### config.mk
export PLATFORM = sky130hd
export DESIGN_NAME = rr_packet_arbiter
export DESIGN_NICKNAME = d
export VERILOG_FILES = /design/src/rtl/rr_packet_arbiter_pkg.sv /design/src/rtl/rr_packet_arbiter_pick.sv /design/src/rtl/rr_packet_arbiter.sv
export SDC_FILE = /design/constraint.sdc
export NUM_CORES = 1
export LEC_CHECK = 0
export ABC_AREA = 1
export CAP_MARGIN = 20
export CORE_MARGIN = 2
export CORE_UTILIZATION = 41
export DETAILED_ROUTE_END_ITERATION = 16
export GPL_TIMING_DRIVEN = 0
export PLACE_DENSITY_LB_ADDON = 0.15
export SKIP_CTS_REPAIR_TIMING = 1
export SLEW_MARGIN = 0
export SYNTH_ARGS = -nofsm -noshare
export SYNTH_HDL_FRONTEND = slang
export SYNTH_SLANG_ARGS = --single-unit
### constraint.sdc
create_clock -name clk -period 10.05 [get_ports clk]
set_input_delay 2.5125 -clock clk [delete_from_list [all_inputs] [get_ports clk]]
set_output_delay 2.5125 -clock clk [all_outputs]
set_load 0.02 [all_outputs]
### src/rtl/rr_packet_arbiter_pkg.sv
// Shared scheduler definitions: FSM state encoding and
// source-index width helper used by the arbiter and rr_pick.
package rr_packet_arbiter_pkg;

    typedef enum logic {
        ST_IDLE   = 1'b0,
        ST_LOCKED = 1'b1
    } state_t;

    // Width of a requester index; never less than one bit.
    function automatic int src_w(input int n);
        return (n > 1) ? $clog2(n) : 1;
    endfunction

endpackage

### src/rtl/rr_packet_arbiter_pick.sv
// rr_pick: round-robin picker. Finds the first set bit of req
// starting at ptr and wrapping. Ports: req, ptr in; any, idx out.
module rr_pick
    import rr_packet_arbiter_pkg::*;
#(
    parameter int N     = 4,
    parameter int SRC_W = src_w(N)
) (
    input  logic [N-1:0]     req,
    input  logic [SRC_W-1:0] ptr,
    output logic             any,
    output logic [SRC_W-1:0] idx
);

    logic [N-1:0] rot;
    logic         found;
    int           off;

    // Explicit compare keeps non-power-of-two N correct.
    function automatic int wrap(input int v);
        return (v >= N) ? v - N : v;
    endfunction

    always_comb begin
        rot   = '0;
        found = 1'b0;
        off   = 0;
        for (int k = 0; k < N; k++) begin
            rot[k] = req[wrap(int'(ptr) + k)];
        end
        for (int k = 0; k < N; k++) begin
            if (!found && rot[k]) begin
                found = 1'b1;
                off   = k;
            end
        end
        any = |rot;
        idx = SRC_W'(wrap(int'(ptr) + off));
    end

endmodule

### src/rtl/rr_packet_arbiter.sv
// rr_packet_arbiter: per-packet round-robin mux of N_INPUTS valid/ready
// streams onto one registered output. Ports: clk, rst; in_valid,
// in_data, in_last, in_ready; cfg_mask; out_valid, out_data, out_last,
// out_src, out_ready; busy.
module rr_packet_arbiter
    import rr_packet_arbiter_pkg::*;
#(
    parameter int DATA_WIDTH = 16,
    parameter int N_INPUTS   = 4,
    parameter int SRC_W      = src_w(N_INPUTS)
) (
    input  logic                           clk,
    input  logic                           rst,
    input  logic [N_INPUTS-1:0]            in_valid,
    input  logic [DATA_WIDTH*N_INPUTS-1:0] in_data,
    input  logic [N_INPUTS-1:0]            in_last,
    output logic [N_INPUTS-1:0]            in_ready,
    input  logic [N_INPUTS-1:0]            cfg_mask,
    output logic                           out_valid,
    output logic [DATA_WIDTH-1:0]          out_data,
    output logic                           out_last,
    output logic [SRC_W-1:0]               out_src,
    input  logic                           out_ready,
    output logic                           busy
);

    state_t state, state_n;

    logic [SRC_W-1:0] ptr, ptr_n;
    logic [SRC_W-1:0] owner, owner_n;
    logic [SRC_W-1:0] g;
    logic [SRC_W-1:0] pick_idx;
    logic             pick_any;
    logic             gv;
    logic             slot_free;
    logic             xfer;
    logic [DATA_WIDTH-1:0] sel_data;
    logic                  sel_last;

    assign slot_free = !out_valid || out_ready;

    rr_pick #(
        .N     (N_INPUTS),
        .SRC_W (SRC_W)
    ) u_pick (
        .req (in_valid & ~cfg_mask),
        .ptr (ptr),
        .any (pick_any),
        .idx (pick_idx)
    );

    // Locked packets ignore cfg_mask so they are never truncated.
    always_comb begin
        g  = '0;
        gv = 1'b0;
        unique case (state)
            ST_IDLE: begin
                g  = pick_idx;
                gv = pick_any;
            end
            ST_LOCKED: begin
                g  = owner;
                gv = 1'b1;
            end
            default: ;
        endcase
    end

    always_comb begin
        in_ready = '0;
        for (int i = 0; i < N_INPUTS; i++) begin
            in_ready[i] = !rst && gv && slot_free
                        && (g == SRC_W'(i));
        end
    end

    assign xfer     = |(in_valid & in_ready);
    assign sel_data = in_data[int'(g)*DATA_WIDTH +: DATA_WIDTH];
    assign sel_last = in_last[g];

    always_comb begin
        state_n = state;
        ptr_n   = ptr;
        owner_n = owner;
        if (xfer) begin
            if (sel_last) begin
                state_n = ST_IDLE;
                ptr_n   = (g == SRC_W'(N_INPUTS - 1))
                        ? '0 : g + SRC_W'(1);
            end else begin
                state_n = ST_LOCKED;
                owner_n = g;
            end
        end
    end

    always_ff @(posedge clk) begin
        if (rst) begin
            state <= ST_IDLE;
            ptr   <= '0;
            owner <= '0;
        end else begin
            state <= state_n;
            ptr   <= ptr_n;
            owner <= owner_n;
        end
    end

    // Drain and reload in one cycle gives one beat per clock.
    always_ff @(posedge clk) begin
        if (rst) begin
            out_valid <= 1'b0;
            out_data  <= '0;
            out_last  <= 1'b0;
            out_src   <= '0;
        end else if (xfer) begin
            out_valid <= 1'b1;
            out_data  <= sel_data;
            out_last  <= sel_last;
            out_src   <= g;
        end else if (out_ready) begin
            out_valid <= 1'b0;
        end
    end

    assign busy = (state == ST_LOCKED);

endmodule

==> metrics, run 1 <==
DR WL met3 408 um; setup TNS 0 ps; Post-Syn Area ~1700 um^2; Crit Path Max Fanout 10; die height 69.3 um; DIE AREA between 4000 and 5000 um^2; Clk Latency, worst-skew pair 270 ps; R2R Setup Slk 7010 ps; initial drt markers 140; total CTS buffers 3; DRC viols 0; max_cap viols 0; hold endpoint out_data[11]$_SDFFE_PP0P_; GRT Util Overall 0.244; PortBufs 103; Wirelength per Cell 13.1 um; vias in the first global route ~2,200; CP most frequent cell nand2_1; max-slew violation count 0; core area 4060 um^2; Finish-stage setup viols 0; Critical Path Start Type primary input; Yosys top cell area share 0.286; Tightest Pin Transition 489 ps; CP max-delay cell clkdlybuf4s50_1; initial antenna violation count 0; Net Count, Synth ~370; hold depth 2; Fillers 368; DRT met1 WL 2.46 mm; peak supply drop 0.128 mV; largest net degree at the start of global routing 14; first-pass GRT wire length 9.83 mm; Final min period between 8000 and 9000 ps; clk_skew ~6.2 ps; post-synthesis mux area share 0; Yosys top cell by area dfxtp_1; boundary pin count 104; Final Cycle Share 0.816; Leak around 1.2 nW; crit-path max cell delay around 570 ps; overall power ~550 uW; Synth Area in Compound Gates 0.0694; Yosys reg bits 25; CTS root buf clkbuf_8; Max Fclk 0.122 GHz; Max Root-Sink Buffers 2; Final GP Congestion 0.792; Max H-tree Level 1; Slew HR 0.674; Routed Antenna Nets 0; YS warnings 0; Reg2Reg Depth 17; # clock sinks 25; power density cells 190 nW/um^2; Vias 2,283; CTS tree done; CTS clock-pin slew for the worst setup and hold paths 90 ps; diodes inserted 0; simple-gate share of the synthesized area 0.540; Synth Area in XOR/XNOR 0.00501; r2r startpoint ptr[0]$_SDFFE_PP0P_; detailed route wirelength on metal2 2.98 mm; post-synthesis sequential area ratio 0.286; final worst slack 1850 ps; area delta synth->final 65.1%; status completed; most frequent cells in the layout 124 x nand2_1, 103 x clkdlybuf4s50_1, 32 x nand3_1, 25 x dfxtp_1; DP Worst Slack 1840 ps; Cells after Synth 293; DPL Wire Length 4.47 mm; Critical R2R Capture out_data[12]$_SDFFE_PP0P_; most common cell after layout, fill and taps aside nand2_1; Synth area leaders dfxtp_1 29%, nand2_1 27%, nand3_1 9.2%, nand4_1 7.2%, a21oi_1 5.7%; Fin. Hold Viols 0; Hold Crit Start out_data[11]$_SDFFE_PP0P_; RSZ-0062 raised after global routing no; placed insts 446; multi-input logic area 1090 um^2; num rows 23; Yosys cell types 24; final std cells w/o fill 450; mean area per synthesized cell 5.97 um^2; register area 500 um^2; drt first pass iters 4; Critical Path End Type output pin; Adder-Cell Fraction of Synth Area 0.00716; initial core utilization 0.431; NumNets Final 481; max layer used met4; Die W 69.3 um; crit path DAT 5690 ps; DRT Wirelength 5.88 mm; combinational family with the most area after synthesis simple AND/OR/NAND/NOR gates; Setup CP Type in2out; Required @ worst endpoint 7540 ps; Overflow after GRT 0; routed vias/inst 5.07; worst path cell trace clkdlybuf4s50_1 > nand3_1 > nand2_1 > nand2_1 > nand2_1 > a31oi_1 > nor2_1 > ha_1 > nand2_1 > nand2_1 > clkbuf_1 > clkbuf_1 > nor3_1 > clkdlybuf4s50_1; worst hold path class reg2reg; share of cells above drive strength 1 0.0875
cell type report:
cell class                      count  share of cell area
Buffer                             14              0.0321
Clock buffer                        4              0.0156
Inverter                           18              0.0234
Multi-Input combinational cell    236               0.377
Sequential cell                    25               0.173
Tap cell                           50              0.0217
Timing Repair Buffer              103               0.357
synth_stat cells, drive strengths merged:
master and n:
buf 10, nand3 33, ha 1, xor2 1, a31oi 1, a21oi 20
dfxtp 25, o21ai 3, clkbuf 4, nand4 20, nor3 2, or2 1
inv 18, nand2 132, nor2 22
power breakdown:
group	switching [mW]	internal [mW]	leakage, nW	total, mW
Sequential	0.00795	0.115	0.203	0.123
Clock	0.0335	0.0284	0.0228	0.0619
Combinational	0.222	0.143	0.961	0.365
Total	0.264	0.286	1.19	0.550
state kept, by name, summed over array words and instances, names as in the netlist:
register	flops
out_data	16
out_src	2
owner	2
ptr	2
busy	1
out_last	1
out_valid	1
cell families after synthesis:
group,count (synthesis)
flops,25
fa+ha+maj,1
compound gates,24
simple gates,210
xor+xnor,1
buf+inv,32
worst max-delay path by stage:
stage / startpoint / to / cells after the start
floorplan: cfg_mask[3] / in_ready[0] / 15
global placement: cfg_mask[1] / in_ready[0] / 15
detailed placement: cfg_mask[0] / in_ready[0] / 15
CTS: cfg_mask[0] / in_ready[0] / 15
global route: cfg_mask[1] / in_ready[0] / 15
finish: in_valid[0] / in_ready[0] / 14
critical path: cells and delay by family:
kind                       cells  cell delay (ps)
buffers and inverters          4             1920
and+or+nand+nor                8              830
adders and majority gates      1              270
AOI/OAI and AO/OA              1              160
per-stage QoR:
stage / util / hold slack, ps / area, um^2
2_1_floorplan: - / 448 / 1750
3_3_place_gp: 0.700 / 449 / 2840
3_5_place_dp: 0.700 / 453 / 2840
4_1_cts: 0.711 / 468 / 2890
5_1_grt: 0.711 / 489 / 2890
6_report: 0.711 / 466 / 2890
layer usage:
| metal | track usage | vias to the layer above |
|---|---|---|
| met5 | 0 | - |
| met2 | 0.444 | 79 |
| met4 | 0.0523 | 0 |
| li1 | - | 1165 |
| met3 | 0.0581 | 4 |
| met1 | 0.289 | 1035 |
No activity file was read; power rests on OpenSTA's default activity.
==> run 2, diff against run 1 <==
--- a/config.mk
+++ b/config.mk
@@ -8,7 +8,7 @@
 export ABC_AREA = 1
 export CAP_MARGIN = 20
 export CORE_MARGIN = 2
-export CORE_UTILIZATION = 41
+export CORE_UTILIZATION = 38
 export DETAILED_ROUTE_END_ITERATION = 16
 export GPL_TIMING_DRIVEN = 0
 export PLACE_DENSITY_LB_ADDON = 0.15
==> constraint.sdc (replaced) <==
create_clock -name clk -period 7.9 [get_ports clk]
set_input_delay 1.975 -clock clk [delete_from_list [all_inputs] [get_ports clk]]
set_output_delay 1.975 -clock clk [all_outputs]
set_load 0.02 [all_outputs]
==> metrics, run 2 (same netlist as run 1, synthesis figures left out) <==
# clock sinks 25; RSZ-0062 raised after global routing no; Routed Antenna Nets 0; Required @ worst endpoint slightly below 6000 ps; GRT Util Overall 0.234; initial core utilization 0.399; Finish-stage setup viols 0; NumNets Final 481; setup TNS 0 ps; total CTS buffers 3; Max Root-Sink Buffers 2; Critical Path End Type output pin; overall power just under 700 uW; Leak 1.19 nW; status completed; Largest Register out_data; Critical R2R Capture out_data[13]$_SDFFE_PP0P_; most frequent cells in the layout 124 x nand2_1, 103 x clkdlybuf4s50_1, 32 x nand3_1, 25 x dfxtp_1; routed vias/inst 4.93; Final GP Congestion around 0.8; Reg2Reg Depth 17; crit path DAT 5160 ps; DRC viols 0; hold depth 2; clk_skew between 1.5 and 2 ps; num rows 24; area delta synth->final 65.3%; Max H-tree Level 1; CTS clock-pin slew for the worst setup and hold paths 90 ps; initial antenna violation count 0; Wirelength per Cell between 10 and 15 um; Clk Latency, worst-skew pair 270 ps; largest net degree at the start of global routing 14; first-pass GRT wire length 9.68 mm; DIE AREA a little over 5000 um^2; Fin. Hold Viols 0; worst hold path class reg2reg; R2R Setup Slk between 4000 and 5000 ps; boundary pin count 104; Die W 71.8 um; Hold Crit Start out_data[10]$_SDFFE_PP0P_; Final min period 7140 ps; Max Fclk ~0.14 GHz; Vias 2,228; DPL Wire Length 4.38 mm; diodes inserted 0; vias in the first global route 2,128; Largest register FFs 16; DRT Wirelength 5.74 mm; share of cells above drive strength 1 0.0875; Tightest Pin Transition 518 ps; die height 71.8 um; CTS tree done; hold endpoint out_data[10]$_SDFFE_PP0P_; drt first pass iters 4; Setup CP Type in2out; core area 4380 um^2; max-slew violation count 0; Overflow after GRT 0; PortBufs 103; Critical Path Start Type primary input; Slew HR 0.655; peak supply drop 0.150 mV; Crit Path Max Fanout 10; most common cell after layout, fill and taps aside nand2_1; initial drt markers 151; Final Cycle Share 0.903; Fillers 437; max_cap viols 0; power density cells 240 nW/um^2; r2r startpoint ptr[0]$_SDFFE_PP0P_; CTS root buf clkbuf_8
-- run 2: cell counts in the layout (fill, tap and decap cells not counted) --
No cell type changed its count.
-- run 2: per-stage QoR --
step           utilization  area (um^2)  cells  hold slack [ps]  setup WS [ps]
4_1_cts              0.659         2890    452              469            733
6_report             0.659         2890    452              468            763
2_1_floorplan            -         1750    293              448           2030
3_5_place_dp         0.649         2840    448              455            758
3_3_place_gp         0.649         2840    448              449            730
5_1_grt              0.659         2890    452              487            487
-- run 2: area by class of cell --
type,count,area (um^2),share of cell area
multi-input combinational,236,1090,0.376
timing repair buffer,103,1030,0.357
sequential,25,500,0.173
buffer,14,92.6,0.0320
inverter,18,67.6,0.0234
tap,52,65.1,0.0225
clock buffer,4,45.0,0.0156
-- run 2: routing by layer --
layer,global-route usage,share of wire
met5,0,0
met4,0.0314,0.0044
met3,0.0675,0.072
met2,0.400,0.50
met1,0.299,0.42
-- run 2: worst max-delay path by stage --
stage	end	startpoint	cells past startpoint
6_report	in_ready[0]	in_valid[2]	14
5_1_grt	in_ready[0]	cfg_mask[1]	15
4_1_cts	in_ready[0]	cfg_mask[1]	15
3_3_place_gp	in_ready[0]	in_valid[0]	14
2_1_floorplan	in_ready[0]	cfg_mask[3]	15
3_5_place_dp	in_ready[0]	cfg_mask[1]	15
-- run 2: worst max-delay path, cell delays in order --
cell and delay [ps]:
clkdlybuf4s50_1 460, nand3_1 130, nand2_1 60, nand2_1 50, nand2_1 90, a31oi_1 160
nor2_1 60, ha_1 270, nand2_1 50, nand2_1 240, clkbuf_1 460, clkbuf_1 460
nor3_1 120, clkdlybuf4s50_1 570
-- run 2: report_power, final --
group	switching (mW)	total, mW	leakage (nW)	internal (mW)
Sequential	0.0100	0.156	0.203	0.146
Clock	0.0420	0.0782	0.0228	0.0362
Combinational	0.277	0.458	0.961	0.181
Total	0.329	0.693	1.19	0.364
